$ cat src/rtl/framing_pkg.sv
// rtl/framing_pkg.sv - shared framing constants, framer state encoding and special-byte helper
package framing_pkg;

    localparam logic [7:0] DEFAULT_ESCAPE_BYTE = 8'h7F;
    localparam logic [7:0] DEFAULT_START_BYTE  = 8'h7D;
    localparam logic [7:0] DEFAULT_STOP_BYTE   = 8'h7E;

    typedef enum logic [2:0] {
        IDLE     = 3'd0,
        DATA     = 3'd1,
        ESC      = 3'd2,
        CSUM     = 3'd3,
        CSUM_ESC = 3'd4,
        STOP     = 3'd5
    } framer_state_t;

    function automatic logic is_special(input logic [7:0] b,
                                        input logic [7:0] esc,
                                        input logic [7:0] start,
                                        input logic [7:0] stop);
        return (b == esc) || (b == start) || (b == stop);
    endfunction

endpackage

$ cat src/rtl/framer_if.sv
// rtl/framer_if.sv - byte stream bundle with master/slave views
interface framer_if;
    logic       tvalid;
    logic       tready;
    logic [7:0] tdata;
    logic       tlast;

    modport master (output tvalid, output tdata, output tlast, input tready);
    modport slave  (input tvalid, input tdata, input tlast, output tready);
endinterface

$ cat src/rtl/framer.sv
// rtl/framer.sv - wraps byte packets as START, escaped payload, STOP; FRAMER_CHECKSUM_EN adds a trailing checksum
module framer
    import framing_pkg::*;
#(
    parameter logic [7:0] ESCAPE_BYTE = DEFAULT_ESCAPE_BYTE,
    parameter logic [7:0] START_BYTE  = DEFAULT_START_BYTE,
    parameter logic [7:0] STOP_BYTE   = DEFAULT_STOP_BYTE
) (
    input  logic     aclk,
    input  logic     areset,
    framer_if.slave  target,
    framer_if.master initiator
);

`ifdef FRAMER_CHECKSUM_EN
    localparam framer_state_t TAIL_STATE = CSUM;
`else
    localparam framer_state_t TAIL_STATE = STOP;
`endif

    framer_state_t state_q, state_d;
    logic          valid_q, last_q;
    logic [7:0]    data_q;
    logic [7:0]    hold_data_q;
    logic          hold_last_q;
    logic          adv, in_hs, in_special;
    logic          load, load_last, hold_capture;
    logic [7:0]    load_data;

    assign adv        = !valid_q || initiator.tready;
    assign in_hs      = adv && (state_q == DATA) && target.tvalid;
    assign in_special = is_special(target.tdata, ESCAPE_BYTE, START_BYTE, STOP_BYTE);

    assign target.tready    = adv && (state_q == DATA);
    assign initiator.tvalid = valid_q;
    assign initiator.tdata  = data_q;
    assign initiator.tlast  = last_q;

`ifdef FRAMER_CHECKSUM_EN
    logic [7:0] csum_q;
    logic       csum_special;

    assign csum_special = is_special(csum_q, ESCAPE_BYTE, START_BYTE, STOP_BYTE);

    // Sum of unescaped payload bytes; cleared when the START beat is loaded.
    always_ff @(posedge aclk) begin
        if (areset) begin
            csum_q <= 8'h00;
        end else if (state_q == IDLE && adv && target.tvalid) begin
            csum_q <= 8'h00;
        end else if (in_hs) begin
            csum_q <= csum_q + target.tdata;
        end
    end
`endif

    always_ff @(posedge aclk) begin
        if (areset) begin
            state_q <= IDLE;
        end else begin
            state_q <= state_d;
        end
    end

    always_comb begin
        state_d = state_q;
        case (state_q)
            IDLE: if (adv && target.tvalid) state_d = DATA;
            DATA: if (in_hs) begin
                if (in_special)         state_d = ESC;
                else if (target.tlast)  state_d = TAIL_STATE;
            end
            ESC:  if (adv) state_d = hold_last_q ? TAIL_STATE : DATA;
`ifdef FRAMER_CHECKSUM_EN
            CSUM:     if (adv) state_d = csum_special ? CSUM_ESC : STOP;
            CSUM_ESC: if (adv) state_d = STOP;
`endif
            STOP: if (adv) state_d = IDLE;
            default: state_d = IDLE;
        endcase
    end

    always_comb begin
        load         = 1'b0;
        load_data    = 8'h00;
        load_last    = 1'b0;
        hold_capture = 1'b0;
        case (state_q)
            IDLE: if (adv && target.tvalid) begin
                load      = 1'b1;
                load_data = START_BYTE;
            end
            DATA: if (in_hs) begin
                load         = 1'b1;
                hold_capture = in_special;
                load_data    = in_special ? ESCAPE_BYTE : target.tdata;
            end
            ESC: if (adv) begin
                load      = 1'b1;
                load_data = hold_data_q;
            end
`ifdef FRAMER_CHECKSUM_EN
            CSUM: if (adv) begin
                load      = 1'b1;
                load_data = csum_special ? ESCAPE_BYTE : csum_q;
            end
            CSUM_ESC: if (adv) begin
                load      = 1'b1;
                load_data = csum_q;
            end
`endif
            STOP: if (adv) begin
                load      = 1'b1;
                load_data = STOP_BYTE;
                load_last = 1'b1;
            end
            default: ;
        endcase
    end

    // Output register: data/last hold while stalled, valid drops when nothing is loaded.
    always_ff @(posedge aclk) begin
        if (areset) begin
            valid_q <= 1'b0;
            data_q  <= 8'h00;
            last_q  <= 1'b0;
        end else if (adv) begin
            valid_q <= load;
            if (load) begin
                data_q <= load_data;
                last_q <= load_last;
            end
        end
    end

    always_ff @(posedge aclk) begin
        if (areset) begin
            hold_data_q <= 8'h00;
            hold_last_q <= 1'b0;
        end else if (hold_capture) begin
            hold_data_q <= target.tdata;
            hold_last_q <= target.tlast;
        end
    end

endmodule

$ cat src/flat_wrapper.sv
// flat-port wrapper written by rule: the top's interface ports become plain ports
module framer_flat import framing_pkg::*;
#(
    parameter logic [7:0] ESCAPE_BYTE = DEFAULT_ESCAPE_BYTE,
    parameter logic [7:0] START_BYTE  = DEFAULT_START_BYTE,
    parameter logic [7:0] STOP_BYTE   = DEFAULT_STOP_BYTE
)
  (aclk, areset, target_tvalid, target_tdata, target_tlast, target_tready, initiator_tvalid, initiator_tdata, initiator_tlast, initiator_tready);
  framer_if target_i ();
  framer_if initiator_i ();
  input  logic aclk;
  input  logic areset;
  input wire logic [$bits(target_i.tvalid)-1:0] target_tvalid;
  input wire logic [$bits(target_i.tdata)-1:0] target_tdata;
  input wire logic [$bits(target_i.tlast)-1:0] target_tlast;
  output wire logic [$bits(target_i.tready)-1:0] target_tready;
  output wire logic [$bits(initiator_i.tvalid)-1:0] initiator_tvalid;
  output wire logic [$bits(initiator_i.tdata)-1:0] initiator_tdata;
  output wire logic [$bits(initiator_i.tlast)-1:0] initiator_tlast;
  input wire logic [$bits(initiator_i.tready)-1:0] initiator_tready;
  assign target_i.tvalid = target_tvalid;
  assign target_i.tdata = target_tdata;
  assign target_i.tlast = target_tlast;
  assign target_tready = target_i.tready;
  assign initiator_tvalid = initiator_i.tvalid;
  assign initiator_tdata = initiator_i.tdata;
  assign initiator_tlast = initiator_i.tlast;
  assign initiator_i.tready = initiator_tready;
  framer #(.ESCAPE_BYTE(ESCAPE_BYTE), .START_BYTE(START_BYTE), .STOP_BYTE(STOP_BYTE)) u_core (.aclk(aclk), .areset(areset), .target(target_i), .initiator(initiator_i));
endmodule
$ cat config.mk
export PLATFORM = sky130hd
export DESIGN_NAME = framer_flat
export DESIGN_NICKNAME = d
export VERILOG_FILES = /design/src/rtl/framing_pkg.sv /design/src/rtl/framer_if.sv /design/src/rtl/framer.sv /design/src/flat_wrapper.sv
export SDC_FILE = /design/constraint.sdc
export NUM_CORES = 1
export LEC_CHECK = 0
export ABC_AREA = 1
export CORE_MARGIN = 1
export CORE_UTILIZATION = 30
export CTS_BUF_LIST = sky130_fd_sc_hd__clkbuf_16
export DETAILED_ROUTE_END_ITERATION = 8
export GPL_ROUTABILITY_DRIVEN = 0
export PLACE_DENSITY_LB_ADDON = 0.15
export SLEW_MARGIN = 20
export SYNTH_ARGS = -nofsm -noshare
export SYNTH_HDL_FRONTEND = slang
export SYNTH_SLANG_ARGS = --single-unit
$ cat constraint.sdc
create_clock -name aclk -period 1.7 [get_ports aclk]
set_input_delay 0.17 -clock aclk [delete_from_list [all_inputs] [get_ports aclk]]
set_output_delay 0.17 -clock aclk [all_outputs]
set_load 0.005 [all_outputs]
======== After elaboration in Yosys (flattened, before gate mapping) ========
Index checks and enable logic that the tools add are counted.
storage, ports and cells
  RAM bits ................................ 0
  bits in read-only memories .............. 0
  bits in latches ......................... 0
  output and inout port bits .............. 11
  register bits ........................... 22
  logic and storage cells ................. 47
  memories ................................ 0
  bits of input ports ..................... 13
cells by class
  mux-type cells .......................... 19
  reductions and logical operators ........ 11
  div/mod/pow operators ................... 0
  multipliers ............................. 0
  $lt $le $gt $ge ......................... 0
  equality and inequality tests ........... 11
  add/subtract/negate cells ............... 0
  bitwise operators ....................... 0
  shift-type cells ........................ 0
operators by type and width
  kind                                                                      number
  8-bit one-hot mux with 4 select lines                                     1
  8-bit by 7-bit equality test with 1-bit output (second input constant)    3
  3-bit 2-to-1 mux                                                          7
  8-bit 2-to-1 mux                                                          2
  3-bit one-hot mux with 4 select lines                                     1
  2-bit by 1-bit inequality test with 1-bit output (second input constant)  4
  7-bit 2-to-1 mux                                                          1
  1-bit 2-to-1 mux                                                          6
  5-bit AND reduction                                                       1
  3-bit by 1-bit equality test with 1-bit output (second input constant)    1
  3-bit by 2-bit equality test with 1-bit output (second input constant)    1
  3-bit equality test (second input constant)                               1
  1-bit logical AND                                                         3
  3-bit zero test                                                           1
  1-bit logical OR                                                          3
  3-bit by 2-bit inequality test with 1-bit output (second input constant)  1
  1-bit one-hot mux with 3 select lines                                     1
  2-bit AND reduction                                                       1
  2-bit OR reduction                                                        1
  1-bit zero test                                                           1

======== Logic depth before layout (Yosys ltp) ========
Gate-level depths: netlist (run 1).
  depth after elaboration ................. 7
  mapped depth ............................ 9
  depth with buffers taken out ............ 9

======== Worst setup path after synthesis (run 1) ========
Ideal clock, no wire load.
  path type ............................... register to register
  start ................................... register u_core.valid_q (netlist: u_core.initiator.tvalid)
  end ..................................... register u_core.valid_q (netlist: u_core.initiator.tvalid)
  arrival ................................. 1.186 ns
  path buffers ............................ 0
  path slack .............................. 0.399 ns
  period minus slack after synthesis ...... 1.301 ns
  stages on the path, launching flop included .. 8
  library setup time ...................... 0.115 ns
  required time ........................... 1.585 ns
  cell sequence ........................... dfxtp_1 -> nand2_2 -> nand2_1 -> nor2_4 -> nor2_4 -> nand2_2 -> o21ai_0 -> inv_1
on the way
  cells in the longest elaborated chain, start to end .. 6
  elaborated cells on any way between the ends .. 9
  classes of those cells .................. mux (4); reduce/logical (5)
ends and longest elaborated chain
  element                                line           RTL
  start: declaration                     framer.sv:22   logic valid_q, last_q;
  start signal: assignment               framer.sv:128  valid_q <= load;
  1-bit zero test *                      framer.sv:30   assign adv = !valid_q || initiator.tready;
  1-bit logical OR *                     framer.sv:30
  1-bit logical AND (2 in series)        framer.sv:31   assign in_hs = adv && (state_q == DATA) && target.tvalid;
  1-bit 2-to-1 mux                       framer.sv:93   DATA: if (in_hs) begin
  1-bit one-hot mux with 3 select lines  framer.sv:88   case (state_q)
Mark *: on every way between the ends. The rest lies on a longest branch, timed or not.
A chain may end at the register's enable or synchronous reset.

======== Final worst setup path (run 1) ========
  start ................................... register u_core.state_q[2]
  end ..................................... output target_tready
on the way
  cells in the longest elaborated chain, start to end .. 2
ends and longest elaborated chain
  element                                         line                RTL
  start: declaration                              framer.sv:21        framer_state_t state_q, state_d;
  start signal: assignment                        framer.sv:61        state_q <= state_d;
  3-bit by 1-bit equality test with 1-bit output  framer.sv:34        assign target.tready = adv && (state_q == DATA);
  1-bit logical AND                               framer.sv:34
  end: declaration                                flat_wrapper.sv:16  output wire logic [$bits(target_i.tready)-1:0] target_tready;
No other way between the ends.

==> results of run 1 <==
==> per-stage QoR <==
stage	setup slack, ps	hold WS [ps]	cell area [sq um]	util [%]
global route	27.8	501	1560	42.4
detailed placement	-9.31	462	1450	39.3
global placement	68.0	455	1450	39.3
CTS	90.2	472	1560	42.4
finish	71.8	468	1560	42.4
floorplan	399	315	1160	-
==> worst paths after layout <==
path,cells past startpoint,slack [ps],startpoint,endpoint
setup / recovery,4,70,u_core.state_q[2],target_tready
hold / removal,2,470,u_core.hold_last_q,u_core.hold_last_q
setup reg to reg,7,280,u_core.initiator.tvalid,u_core.initiator.tvalid
hold reg to reg,2,470,u_core.hold_last_q,u_core.hold_last_q
==> worst max-delay path, delay by kind of cell, from the launching register on <==
kind / cells / cell delay [ps]
simple gates: 3 / 350
buf+inv: 1 / 500
flops: 1 / 350
==> synth_stat cells <==
cell type	count
nand2_1	49
nor2_1	43
inv_1	23
dfxtp_1	22
nand3_1	16
nand2_2	5
a21oi_1	4
o21ai_0	4
nor2_4	3
nand2_4	2
nand4_1	2
nor2_2	2
buf_4	1
clkbuf_1	1
clkinv_2	1
inv_2	1
nand3b_1	1
nor2_8	1
nor3_1	1
==> what timing repair did <==
item                                    4_1_cts  5_1_grt
endpoints found under the setup margin        1        0
gates resized for setup                       0        0
setup buffers                                 1        0
==> layout make-up <==
cell class | instances | share of cell area (%)
multi-input combinational | 133 | 39.0
inverter | 25 | 6.08
clock buffer | 3 | 4.80
tap | 48 | 3.84
clock inverter | 1 | 1.92
sequential | 22 | 28.2
timing repair buffer | 26 | 16.2
==> report_power, final <==
group          switching, mW  internal [mW]
Combinational          0.364          0.340
Clock                  0.204          0.468
Sequential            0.0529          0.601
Total                  0.621           1.41
==> registers in the layout (all words and copies together) (netlist names) <==
name	flops
u_core.hold_data_q	8
u_core.hold_last_q	1
u_core.initiator.tdata	8
u_core.initiator.tlast	1
u_core.initiator.tvalid	1
u_core.state_q	3
==> routing by layer <==
layer	share of wire, %	vias up
li1	-	606
met1	49	478
met2	45	28
met3	4.3	5
met4	1.5	0
met5	0	-
==> cell families after synthesis <==
family | after synthesis
buffers and inverters | 27
DFF | 22
and+or+nand+nor | 125
AOI/OAI and AO/OA | 8
==> out/results.tsv, run 1 <==
metric	value	unit
run_status	finished, final reports clean	
dp_wirelength	1950	um
io_buffer_count	23	
post-synth-top-area-fraction	38.1	%
static-leakage-power	0.758	nW
numCtsBuffers	3	
critPathMaxFanout	4	
met1_usage	17.2	%
number_of_antenna_violations_at_the_first_check_in_global_routing	0	
critPathMaxStageDelay	500	ps
clockBufferDepth	2	
detail_route.drc_violations	0	
final-instance-count-excl-fill	258	
fp-row-count	22	
drt_wl_total	2530	um
drive_above_1_share	10.5	%
worst_setup_path_end_kind	output pin	
worst_hold_path_type	reg -> reg	
syn_inst	182	
wire_per_inst	9.82	um
type_of_element_launching_the_critical_path	register	
place_inst	253	
grt_setup_unrepaired	false	
yosys-mux-area-fraction	0	%
critical_path_arrival	1460	ps
cts.clk_slew.worst_paths	60	ps
tritoncts	built	
timing.slew.headroom	71.6	%
synthesis.yosys.warnings	0	
antenna_cells	0	
globalRouteMet3Util	3.21	%
grtUsageMet2	22.5	%
yosysSeqAreaShare	38.1	%
final-hold-violation-count	0	
multiInputGateArea	611	sq um
syn_area	1160	sq um
first_global_vias	1025	
core_area	3690	sq um
clock_sink_count	22	
total_power	2.03	mW
tightest_slew	426	ps
die_y	64.1	um
synth_top_cells_by_area	dfxtp_1 38%, nand2_1 16%, nor2_1 14%	
dr_vias_cell	4.33	
detail-route-antenna-nets	0	
critPathKind	reg -> out	
post_synthesis_share_of_cell_area_spent_on_and_or_nand_and_nor_gates	49.3	%
first_iter_violations	35	
cts_max_level	1	
timing.critical_path.cells	nor2_2, nand2_2, nor2_1, clkdlybuf4s50_1	
period_share	95.8	%
grt.busiest_layer	met2	
highest_clock_rate	614	MHz
buffer_cell_driving_the_clock_tree_root	clkbuf_16	
mostFrequentLayoutCell	nand2_1	
postSynthNetCount	195	
drv_slew	0	
fillers	387	
gr-total-overflow	0	
final.min_clock_period	1630	ps
crit_path_top_delay_cell	clkdlybuf4s50_1	
finalSetupViolations	0	
synthesis.area_per_instance	6.36	sq um
worstSkewPairLatency	260	ps
i_o_pins	24	
synth-adder-area-share	0	%
synthesized_area_fraction_occupied_by_ao_oa_aoi_and_oai_cells	3.46	%
power.ir.vdd_worst	467	uV
finalSetupTns	0	ps
fin_worst_skew	4.66	ps
synth_top_cell_by_area	dfxtp_1	
route.vias.total	1117	
area_of_all_sequential_standard_cells	440	sq um
chipWidth	64.1	um
max-cap-violations	0	
gr-usage-all-layers	13.7	%
ys_types	19	
die-area	4110	sq um
worstPathRequired	1530	ps
syn_to_final_growth	35.1	%
ys_ff_latch	22	
layout_common_cells	49 x nand2_1, 43 x nor2_1, 23 x inv_1, 23 x clkdlybuf4s50_1, 22 x dfxtp_1	
post_synth_xor_area_fraction	0	%
firstDrtPassIters	4	
grt_start_max_net_pins	15	
global_route_wire_length_before_repair	4400	um
main_combinational_cell_family_by_area_after_synthesis	simple AND/OR/NAND/NOR gates	
num-nets-final	224	
power_per_cell_area	1300	nW/um^2
initial_utilization	31.4	%
cts_hold_buf	0	
(Power assumes the default switching activity.)
==> inputs of run 2 (changes only) <==
==> constraint.sdc (replaced) <==
create_clock -name aclk -period 2 [get_ports aclk]
set_input_delay 0.2 -clock aclk [delete_from_list [all_inputs] [get_ports aclk]]
set_output_delay 0.2 -clock aclk [all_outputs]
set_load 0.005 [all_outputs]
==> out/results.tsv, run 2 (synthesized netlist as in run 1, its figures left out) <==
metric	value	unit
die-area	4110	sq um
dp_worst_setup_slack	255	ps
first_global_vias	1024	
cts.clk_slew.worst_paths	60	ps
final_core_utilization	41.8	%
antenna_cells	0	
syn_to_final_growth	33.2	%
fin_worst_skew	1.85	ps
timing.final.ws_setup	266	ps
numCtsBuffers	3	
final-instance-count-excl-fill	255	
grt.busiest_layer	met2	
type_of_element_launching_the_critical_path	register	
layout_common_cells	49 x nand2_1, 43 x nor2_1, 23 x inv_1, 23 x clkdlybuf4s50_1, 22 x dfxtp_1	
global_route_wire_length_before_repair	4460	um
run_status	finished, final reports clean	
worstSkewPairLatency	260	ps
cp.buffers_inverters	1	
finalSetupTns	0	ps
critPathMaxStageDelay	500	ps
worst_hold_path_type	reg -> reg	
detail-route-antenna-nets	0	
worst_hold_slack	470	ps
globalRouteMet3Util	3.21	%
dr_vias_cell	4.37	
tritoncts	built	
gr-usage-all-layers	14.4	%
drt_wl_total	2520	um
cts_hold_buf	0	
dp_wirelength	1970	um
total_power	1.70	mW
gr-total-overflow	0	
grt_setup_unrepaired	false	
chipWidth	64.1	um
drv_slew	0	
timing.critical_path.max_delay_family	buffers and inverters	
timing.critical_path.cells	nor2_2, nand2_2, nor2_1, clkdlybuf4s50_1	
first_iter_violations	54	
fp-row-count	22	
critPathKind	reg -> out	
clockBufferDepth	2	
io_buffer_count	23	
firstDrtPassIters	6	
power.ir.vdd_worst	323	uV
cts_repair_resize_count	0	
post-route-cell-area	1540	sq um
detail_route.drc_violations	0	
clock_sink_count	22	
cts_max_level	1	
final-hold-violation-count	0	
critPathMaxFanout	4	
grt_start_max_net_pins	15	
num-nets-final	221	
period_share	86.7	%
finalSetupViolations	0	
static-leakage-power	0.744	nW
placedInstanceArea	1440	sq um
max-cap-violations	0	
highest_clock_rate	577	MHz
timing.slew.headroom	71.0	%
grtUsageMet2	23.5	%
met1_usage	17.4	%
initial_utilization	31.4	%
tightest_slew	434	ps
power_per_cell_area	1100	nW/um^2
critical_path_arrival	1530	ps
postCtsSetupRepairBufs	0	
drive_above_1_share	9.18	%
worstPathRequired	1800	ps
place_inst	251	
i_o_pins	24	
buffer_cell_driving_the_clock_tree_root	clkbuf_16	
wire_per_inst	9.87	um
worst_setup_path_end_kind	output pin	
final.min_clock_period	1730	ps
number_of_antenna_violations_at_the_first_check_in_global_routing	0	
mostFrequentLayoutCell	nand2_1	
die_y	64.1	um
crit_path_top_delay_cell	clkdlybuf4s50_1	
core_area	3690	sq um
route.vias.total	1115	
## run 2: changes by cell type in the layout (fill, tap and decap cells not counted)
| cell | change |
|---|---|
| buf_4 | -3 |
## run 2: path summary, 6_finish.rpt
check / slack [ps] / start / cells past startpoint / end
min: 470 / u_core.hold_data_q[2] / 2 / u_core.hold_data_q[2]
min reg2reg: 470 / u_core.hold_data_q[2] / 2 / u_core.hold_data_q[2]
max: 270 / u_core.state_q[2] / 4 / target_tready
max reg2reg: 570 / u_core.initiator.tvalid / 7 / u_core.initiator.tvalid
## run 2: tightest hold or removal path, stage by stage (launching register included)
cell and delay (ps):
dfxtp_1 320, nor2_1 50, nor2_1 70
## run 2: per-layer routing
layer	vias to the layer above	routed length, um
met5	-	0
met4	0	53
met3	5	95
met2	21	1180
met1	481	1180
li1	608	-
## run 2: report_power, final
part	leakage, nW	total, mW	internal [mW]	switching [mW]
Clock	0.0511	0.567	0.398	0.169
Sequential	0.180	0.555	0.511	0.0442
Combinational	0.513	0.581	0.278	0.304
## run 2: layout make-up
class                      instances  area, sq um
clock inverter                     1         30.0
tap                               48         60.1
inverter                          25         95.1
sequential                        22          440
multi-input combinational        133          611
timing repair buffer              23          230
fill                             419         2150
clock buffer                       3         75.1
